File: config.mk
export PLATFORM = sky130hd
export DESIGN_NAME = opb_reg_slot_arbiter
export DESIGN_NICKNAME = d
export VERILOG_FILES = /design/src/rtl/opb_slot_pkg.sv /design/src/rtl/opb_slot_decode.sv /design/src/rtl/opb_reg_slot_arbiter.sv
export SDC_FILE = /design/constraint.sdc
export NUM_CORES = 1
export LEC_CHECK = 0
export BUFFER_PORTS_ARGS = -buffer_cell sky130_fd_sc_hd__buf_2
export CORE_AREA = 10 10 138 140
export CTS_CLUSTER_DIAMETER = 50
export DETAILED_ROUTE_END_ITERATION = 16
export DIE_AREA = 0 0 148 150
export GPL_TIMING_DRIVEN = 0
export PLACE_DENSITY = 0.72
export REMOVE_ABC_BUFFERS = 1
export SLEW_MARGIN = 15
export SYNTH_ARGS = -nofsm -noshare
export SYNTH_HDL_FRONTEND = slang
export SYNTH_HIERARCHICAL = 1
export SYNTH_SLANG_ARGS = --single-unit
File: constraint.sdc
create_clock -name OPB_Clk -period 3.55 [get_ports OPB_Clk]
set_clock_uncertainty 0.1 [all_clocks]
set_input_delay 0.5325 -clock OPB_Clk [delete_from_list [all_inputs] [get_ports OPB_Clk]]
set_output_delay 0.5325 -clock OPB_Clk [all_outputs]
set_load 0.01 [all_outputs]
File: src/rtl/opb_slot_pkg.sv
// Shared types and helpers for the OPB register-slot arbiter.
package opb_slot_pkg;

    typedef enum logic [2:0] {
        IDLE,
        DECODE,
        WAIT,
        DONE,
        ERR,
        RECOVER
    } opb_state_t;

    localparam int OPB_DW = 32;

    // Index width for a slot count; never narrower than one bit.
    function automatic int slot_iw(input int num_slots);
        return (num_slots > 1) ? $clog2(num_slots) : 1;
    endfunction

endpackage

File: src/rtl/opb_slot_decode.sv
// Range check of a base-relative offset against the slot window; yields hit and slot index.
module opb_slot_decode
    import opb_slot_pkg::*;
#(
    parameter int C_NUM_SLOTS = 8,
    parameter int C_SLOT_AW   = 8,
    parameter int IW          = slot_iw(C_NUM_SLOTS)
) (
    input  logic [31:0]   offset,
    output logic          hit,
    output logic [IW-1:0] idx
);

    // Addresses below the base wrap to huge offsets and therefore miss.
    localparam logic [32:0] SPAN = 33'(C_NUM_SLOTS) << C_SLOT_AW;

    logic [31:0] slot_num;

    assign slot_num = offset >> C_SLOT_AW;
    assign hit      = ({1'b0, offset} < SPAN);
    assign idx      = slot_num[IW-1:0];

endmodule

File: src/rtl/opb_reg_slot_arbiter.sv
// OPB slave front-end: routes each access to one of C_NUM_SLOTS register slots, with timeout/errAck.
module opb_reg_slot_arbiter
    import opb_slot_pkg::*;
#(
    parameter logic [31:0] C_BASEADDR  = 32'h01008000,
    parameter int          C_NUM_SLOTS = 8,
    parameter int          C_SLOT_AW   = 8,
    parameter int          C_TIMEOUT   = 16
) (
    input  logic                          OPB_Clk,
    input  logic                          OPB_Rst,
    input  logic [0:31]                   OPB_ABus,
    input  logic [0:3]                    OPB_BE,
    input  logic [0:31]                   OPB_DBus,
    input  logic                          OPB_RNW,
    input  logic                          OPB_select,
    input  logic                          OPB_seqAddr,
    output logic [0:31]                   Sl_DBus,
    output logic                          Sl_xferAck,
    output logic                          Sl_errAck,
    output logic                          Sl_retry,
    output logic                          Sl_toutSup,
    output logic [C_NUM_SLOTS-1:0]        slot_select,
    input  logic [C_NUM_SLOTS-1:0]        slot_xferAck,
    input  logic [OPB_DW*C_NUM_SLOTS-1:0] slot_DBus
);

    localparam int IW = slot_iw(C_NUM_SLOTS);
    localparam int CW = $clog2(C_TIMEOUT) + 1;
    localparam logic [C_NUM_SLOTS-1:0] SEL_ONE = 1;

    opb_state_t              state_reg;
    logic [31:0]             offset_reg;
    logic                    rnw_reg;
    logic [IW-1:0]           idx_reg;
    logic [CW-1:0]           count_reg;
    logic [C_NUM_SLOTS-1:0]  sel_reg;
    logic [OPB_DW-1:0]       dbus_reg;
    logic                    xfer_ack_reg;
    logic                    err_ack_reg;
    logic                    tout_sup_reg;

    logic                    dec_hit;
    logic [IW-1:0]           dec_idx;
    logic                    slot_ack;
    logic [OPB_DW-1:0]       slot_word [C_NUM_SLOTS];

    // Byte enables and write data go to slaves on their own wiring; no bursts.
    logic unused_inputs;
    assign unused_inputs = &{1'b0, OPB_seqAddr, OPB_BE, OPB_DBus};

    opb_slot_decode #(
        .C_NUM_SLOTS (C_NUM_SLOTS),
        .C_SLOT_AW   (C_SLOT_AW),
        .IW          (IW)
    ) u_decode (
        .offset (offset_reg),
        .hit    (dec_hit),
        .idx    (dec_idx)
    );

    generate
        for (genvar gi = 0; gi < C_NUM_SLOTS; gi++) begin : g_slot_word
            assign slot_word[gi] = slot_DBus[OPB_DW*gi +: OPB_DW];
        end
    endgenerate

    // Only the slot we selected may complete the transfer.
    assign slot_ack = slot_xferAck[idx_reg];

    always_ff @(posedge OPB_Clk) begin
        if (OPB_Rst) begin
            state_reg    <= IDLE;
            offset_reg   <= '0;
            rnw_reg      <= 1'b0;
            idx_reg      <= '0;
            count_reg    <= '0;
            sel_reg      <= '0;
            dbus_reg     <= '0;
            xfer_ack_reg <= 1'b0;
            err_ack_reg  <= 1'b0;
            tout_sup_reg <= 1'b0;
        end else begin
            xfer_ack_reg <= 1'b0;
            err_ack_reg  <= 1'b0;
            dbus_reg     <= '0;
            case (state_reg)
                IDLE: begin
                    if (OPB_select) begin
                        state_reg    <= DECODE;
                        offset_reg   <= OPB_ABus - C_BASEADDR;
                        rnw_reg      <= OPB_RNW;
                        tout_sup_reg <= 1'b1;
                    end
                end
                DECODE: begin
                    count_reg <= '0;
                    if (dec_hit) begin
                        state_reg <= WAIT;
                        idx_reg   <= dec_idx;
                        sel_reg   <= SEL_ONE << dec_idx;
                    end else begin
                        state_reg    <= ERR;
                        xfer_ack_reg <= 1'b1;
                        err_ack_reg  <= 1'b1;
                        tout_sup_reg <= 1'b0;
                    end
                end
                WAIT: begin
                    count_reg <= count_reg + 1'b1;
                    // A master that has already let go gets no ack, even from a late slave.
                    if (!OPB_select) begin
                        state_reg    <= IDLE;
                        sel_reg      <= '0;
                        tout_sup_reg <= 1'b0;
                    end else if (slot_ack) begin
                        state_reg    <= DONE;
                        sel_reg      <= '0;
                        xfer_ack_reg <= 1'b1;
                        dbus_reg     <= rnw_reg ? slot_word[idx_reg] : '0;
                        tout_sup_reg <= 1'b0;
                    end else if (count_reg == CW'(C_TIMEOUT - 1)) begin
                        state_reg    <= ERR;
                        sel_reg      <= '0;
                        xfer_ack_reg <= 1'b1;
                        err_ack_reg  <= 1'b1;
                        tout_sup_reg <= 1'b0;
                    end
                end
                DONE:    state_reg <= RECOVER;
                ERR:     state_reg <= RECOVER;
                RECOVER: state_reg <= IDLE;
                default: state_reg <= IDLE;
            endcase
        end
    end

    assign Sl_DBus     = dbus_reg;
    assign Sl_xferAck  = xfer_ack_reg;
    assign Sl_errAck   = err_ack_reg;
    assign Sl_retry    = 1'b0;
    assign Sl_toutSup  = tout_sup_reg;
    assign slot_select = sel_reg;

endmodule
Yosys cells after proc, flatten, opt, wreduce, memory -nomap -nowiden:

Index checks and enable logic that the tools add are counted.

* flip-flop bits (word level): 87
* bits of input ports: 337
* logic and storage cells: 71

* $add $sub $neg: 2
* magnitude comparators: 3
* equal/unequal tests: 9
* shift operators: 1
* mux-type cells: 31
* bitwise operators: 5
* reductions and logical operators: 10

Operator list (count)
* 32-bit binary-select mux with 3-bit select: 1
* 32-bit 2-to-1 mux: 2
* 32-bit by 12-bit < comparator with 1-bit output (second input constant): 1
* 8-bit 2-to-1 mux: 4
* 32-bit by 25-bit subtractor with 32-bit output (second input constant): 1
* 8-bit one-hot mux with 2 select lines: 1
* 3-bit 2-to-1 mux: 5
* 1-bit 2-to-1 mux: 12
* 3-bit one-hot mux with 4 select lines: 1
* 5-bit one-hot mux with 2 select lines: 1
* 1-bit by 3-bit left shift with 8-bit output (first input constant): 1
* 3-bit by 2-bit == test with 1-bit output (second input constant): 2
* 2-bit != test (second input constant): 3
* 2-bit AND reduction: 3
* 5-bit by 1-bit adder with 5-bit output (second input constant): 1
* 5-bit by 4-bit == test with 1-bit output (second input constant): 1
* 5-bit OR reduction: 1
* 4-bit >= comparator (second input constant): 1
* 3-bit by 4-bit < comparator with 1-bit output (second input constant): 1
* 4-bit != test (second input constant): 1
* 1-bit inverter: 4
* 3-bit inverter with 4-bit output: 1
* 1-bit one-hot mux with 2 select lines: 2
* 4-bit AND reduction: 1
* 9 further kinds: 9

Logic depth before layout (Yosys ltp):

* word-level depth: 5
* depth in mapped cells: 7
* mapped depth without buffers: 7

By module:

The synthesis kept the hierarchy.

Modules (own cells, without submodules)
* opb_reg_slot_arbiter: instances 1, cells each 502, area an instance 5263.8 µm², sequential area each 1741.7 µm²
* opb_slot_decode: instances 1, cells each 10, area an instance 72.6 µm², sequential area each 0.0 µm²

Worst setup path after synthesis:

Ideal clock, no wire load.

* path kind: register -> register
* from: register offset_reg[27]
* to: register sel_reg[7], in the netlist slot_select[7]
* library setup time: 86 ps
* arrival time: 2433 ps
* data required time: 3364 ps
* path slack: 932 ps
* stages on the path, launching flop included: 7
* path buffers: 0
* clock period less this slack: 2618 ps
* cells stage by stage: dfxtp_1 -> or4_1 -> nor4_2 -> nand3b_1 -> a2111oi_0 -> a21oi_1 -> a211oi_1

* longest elaborated chain between the ends: 3

RTL lines
* start: declaration: RTL line opb_reg_slot_arbiter.sv:33 `logic [31:0] offset_reg;`
* start signal: assignment: RTL line opb_reg_slot_arbiter.sv:91 `offset_reg <= OPB_ABus - C_BASEADDR;`
* 32-bit by 12-bit < comparator with 1-bit output: RTL line opb_slot_decode.sv:20 `assign hit = ({1'b0, offset} < SPAN);`
* named net dec_hit: RTL line opb_reg_slot_arbiter.sv:43 `logic dec_hit;`
* 2-bit != test (no source line)
* 3-bit AND reduction (no source line)
* end signal: assignment: RTL line opb_reg_slot_arbiter.sv:101 `sel_reg <= SEL_ONE << dec_idx;`
* end: declaration: RTL line opb_reg_slot_arbiter.sv:37 `logic [C_NUM_SLOTS-1:0] sel_reg;`

The timed path passes the listed nets, and every way through them passes these cells.
A chain may end at the register's enable or synchronous reset.

Worst setup path after layout:

Same ends and word-level chain as after synthesis.

==> flow_metrics.py <==
metrics = {
    "run_status": {
        "outcome": "finished clean",
    },
    "job": {
        "cap_violations": 0,
    },
    "placed_design": {
        "place_congestion": 0.859,
        "dp.cells": 993,
        "placement.cell_area_mm2": 0.00693,
        "place_hpwl_um": 18300,
        "numPortBuffers": 334,
    },
    "cells_and_area": {
        "syn2layout_area_growth_pct": 42.3,
        "largest_reg_flops": 32,
        "layout_common_cells": "337 x buf_2, 76 x dfxtp_1, 64 x mux4_2",
        "final_common_cell": "buf_2",
        "nets": 1124,
        "fin_cells": 1020,
        "fillers": 1634,
        "regArea_mm2": 0.00159,
        "multi_input_area_mm2": 0.00328,
        "drive_gt1_share_pct": 54.9,
        "fin_area_mm2": 0.00722,
    },
    "critical_path": {
        "crit_type": "flip-flop to flip-flop",
        "crit_family": "compound AO/OA/AOI/OAI gates",
        "worstSetupEndpointType": "flip-flop",
        "cp_max_fo": 7,
        "cp-start-kind": "flip-flop",
        "worst_path_max_delay_cell": "a2111oi_0",
        "required_ps": 3700,
        "arrival_ps": 3280,
        "max_stage_delay_ps": 910,
        "crit_buf_inv": 0,
        "crit_chain": "or4_1 > nor4_2 > nand3b_1 > a2111oi_0 > a21oi_1 > a211oi_1",
    },
    "global_routing": {
        "grt_pass1_wl_um": 32200,
        "antenna_found_initial": 21,
        "grt_pass1_vias": 5549,
        "grt_max_degree": 56,
        "grt-ovfl-total": 0,
        "grt_util_all_layers_pct": 18.9,
    },
    "synthesis": {
        "ys_warn_count": 6,
        "syn-cell-area_mm2": 0.00508,
        "avgSynthCellArea_um2": 10.6,
        "syn_inst": 480,
    },
    "clock_tree": {
        "clock_sinks": 79,
        "htreeDepth": 3,
        "post_cts_buffers": 0,
        "cts_buffers": 9,
        "cts_tree": "yes",
        "holdBufCountCts": 0,
        "clk_latency_ps": 340,
        "cts.repair.resized": 0,
        "clk_pin_slew_ps": 70,
        "cts-root-buf": "clkbuf_16",
        "clock_path_buffers": 2,
    },
    "timing": {
        "finalCriticalPeriod_ps": 3130,
        "slew_violations": 0,
        "worst_pin_slew_ps": 983,
        "relSlewSlack_pct": 34.4,
        "post-route-period-util_pct": 88.1,
        "rsz0062_at_grt": "false",
        "setup_viol": 0,
        "tns_ps": 0,
        "max_clock_freq_mhz": 320,
        "finalHoldViolCount": 0,
    },
    "floorplanning": {
        "die-area_mm2": 0.0222,
        "fp.dieH_um": 150,
        "io_pins": 381,
        "std_cell_rows": 47,
        "die_x_um": 148,
        "core_mm2": 0.0163,
        "start_util_pct": 31.1,
    },
    "detailed_routing": {
        "viasPerCell": 5.20,
        "num_vias": 5300,
        "drt_iter0_drc": 273,
        "drt_pass1_iterations": 4,
        "finalWirelength_um": 21700,
        "wl_per_cell_um": 21.3,
        "route.detailed.drc": 0,
        "ant_nets": 0,
    },
    "power_and_ir_drop": {
        "peakVddDrop_v": 0.000219,
        "p_total_mw": 2.21,
        "power_leakage_nw": 2.99,
        "powerDensity_mw_per_mm2": 306,
    },
    "hold_path": {
        "min_path_type": "input port to flip-flop",
    },
}
per-stage QoR:
step / util, % / hold slack, ps / setup slack (ps)
3_3_place_gp: 41.7 / 345 / -2670
6_report: 44.2 / 325 / 423
2_1_floorplan: - / 325 / -1000
4_1_cts: 44.0 / 301 / 355
3_5_place_dp: 42.4 / 347 / 379
5_1_grt: 44.1 / 322 / 56.3
power breakdown:
| group | internal (mW) | switching, mW | total (mW) | leakage [nW] |
|---|---|---|---|---|
| sequential | 0.920 | 0.0365 | 0.956 | 0.644 |
| clock | 0.474 | 0.379 | 0.853 | 0.130 |
| combinational | 0.232 | 0.166 | 0.399 | 2.22 |
| total | 1.63 | 0.582 | 2.21 | 2.99 |
worst reg2reg max path, stage by stage (launching register included):
cell	delay [ps]
dfxtp_1	310
or4_1	540
nor4_2	430
nand3b_1	330
a2111oi_0	910
a21oi_1	160
a211oi_1	270
final cells by class:
type,instances,area share (%)
repair buffers,341,24.4
clock inverters,5,0.485
multi-input cells,347,45.4
diodes,11,0.381
well taps,220,3.81
flip-flops and latches,79,22.0
inverters,6,0.312
clock buffers,11,3.22
worst paths after layout:
kind / from / end / slack [ps] / cells after the start
setup reg to reg: offset_reg[27] / slot_select[7] / 420 / 6
setup / recovery: offset_reg[27] / slot_select[7] / 420 / 6
hold reg to reg: offset_reg[14] / offset_reg[14] / 360 / 2
hold / removal: OPB_ABus[23] / offset_reg[8] / 320 / 3
routing by layer:
layer | track usage [%] | wire length (µm)
met2 | 32.0 | 11100
met5 | 0 | 90
met1 | 19.5 | 7580
met4 | 7.28 | 559
met3 | 10.0 | 2430
No activity file was read; power rests on OpenSTA's default activity.
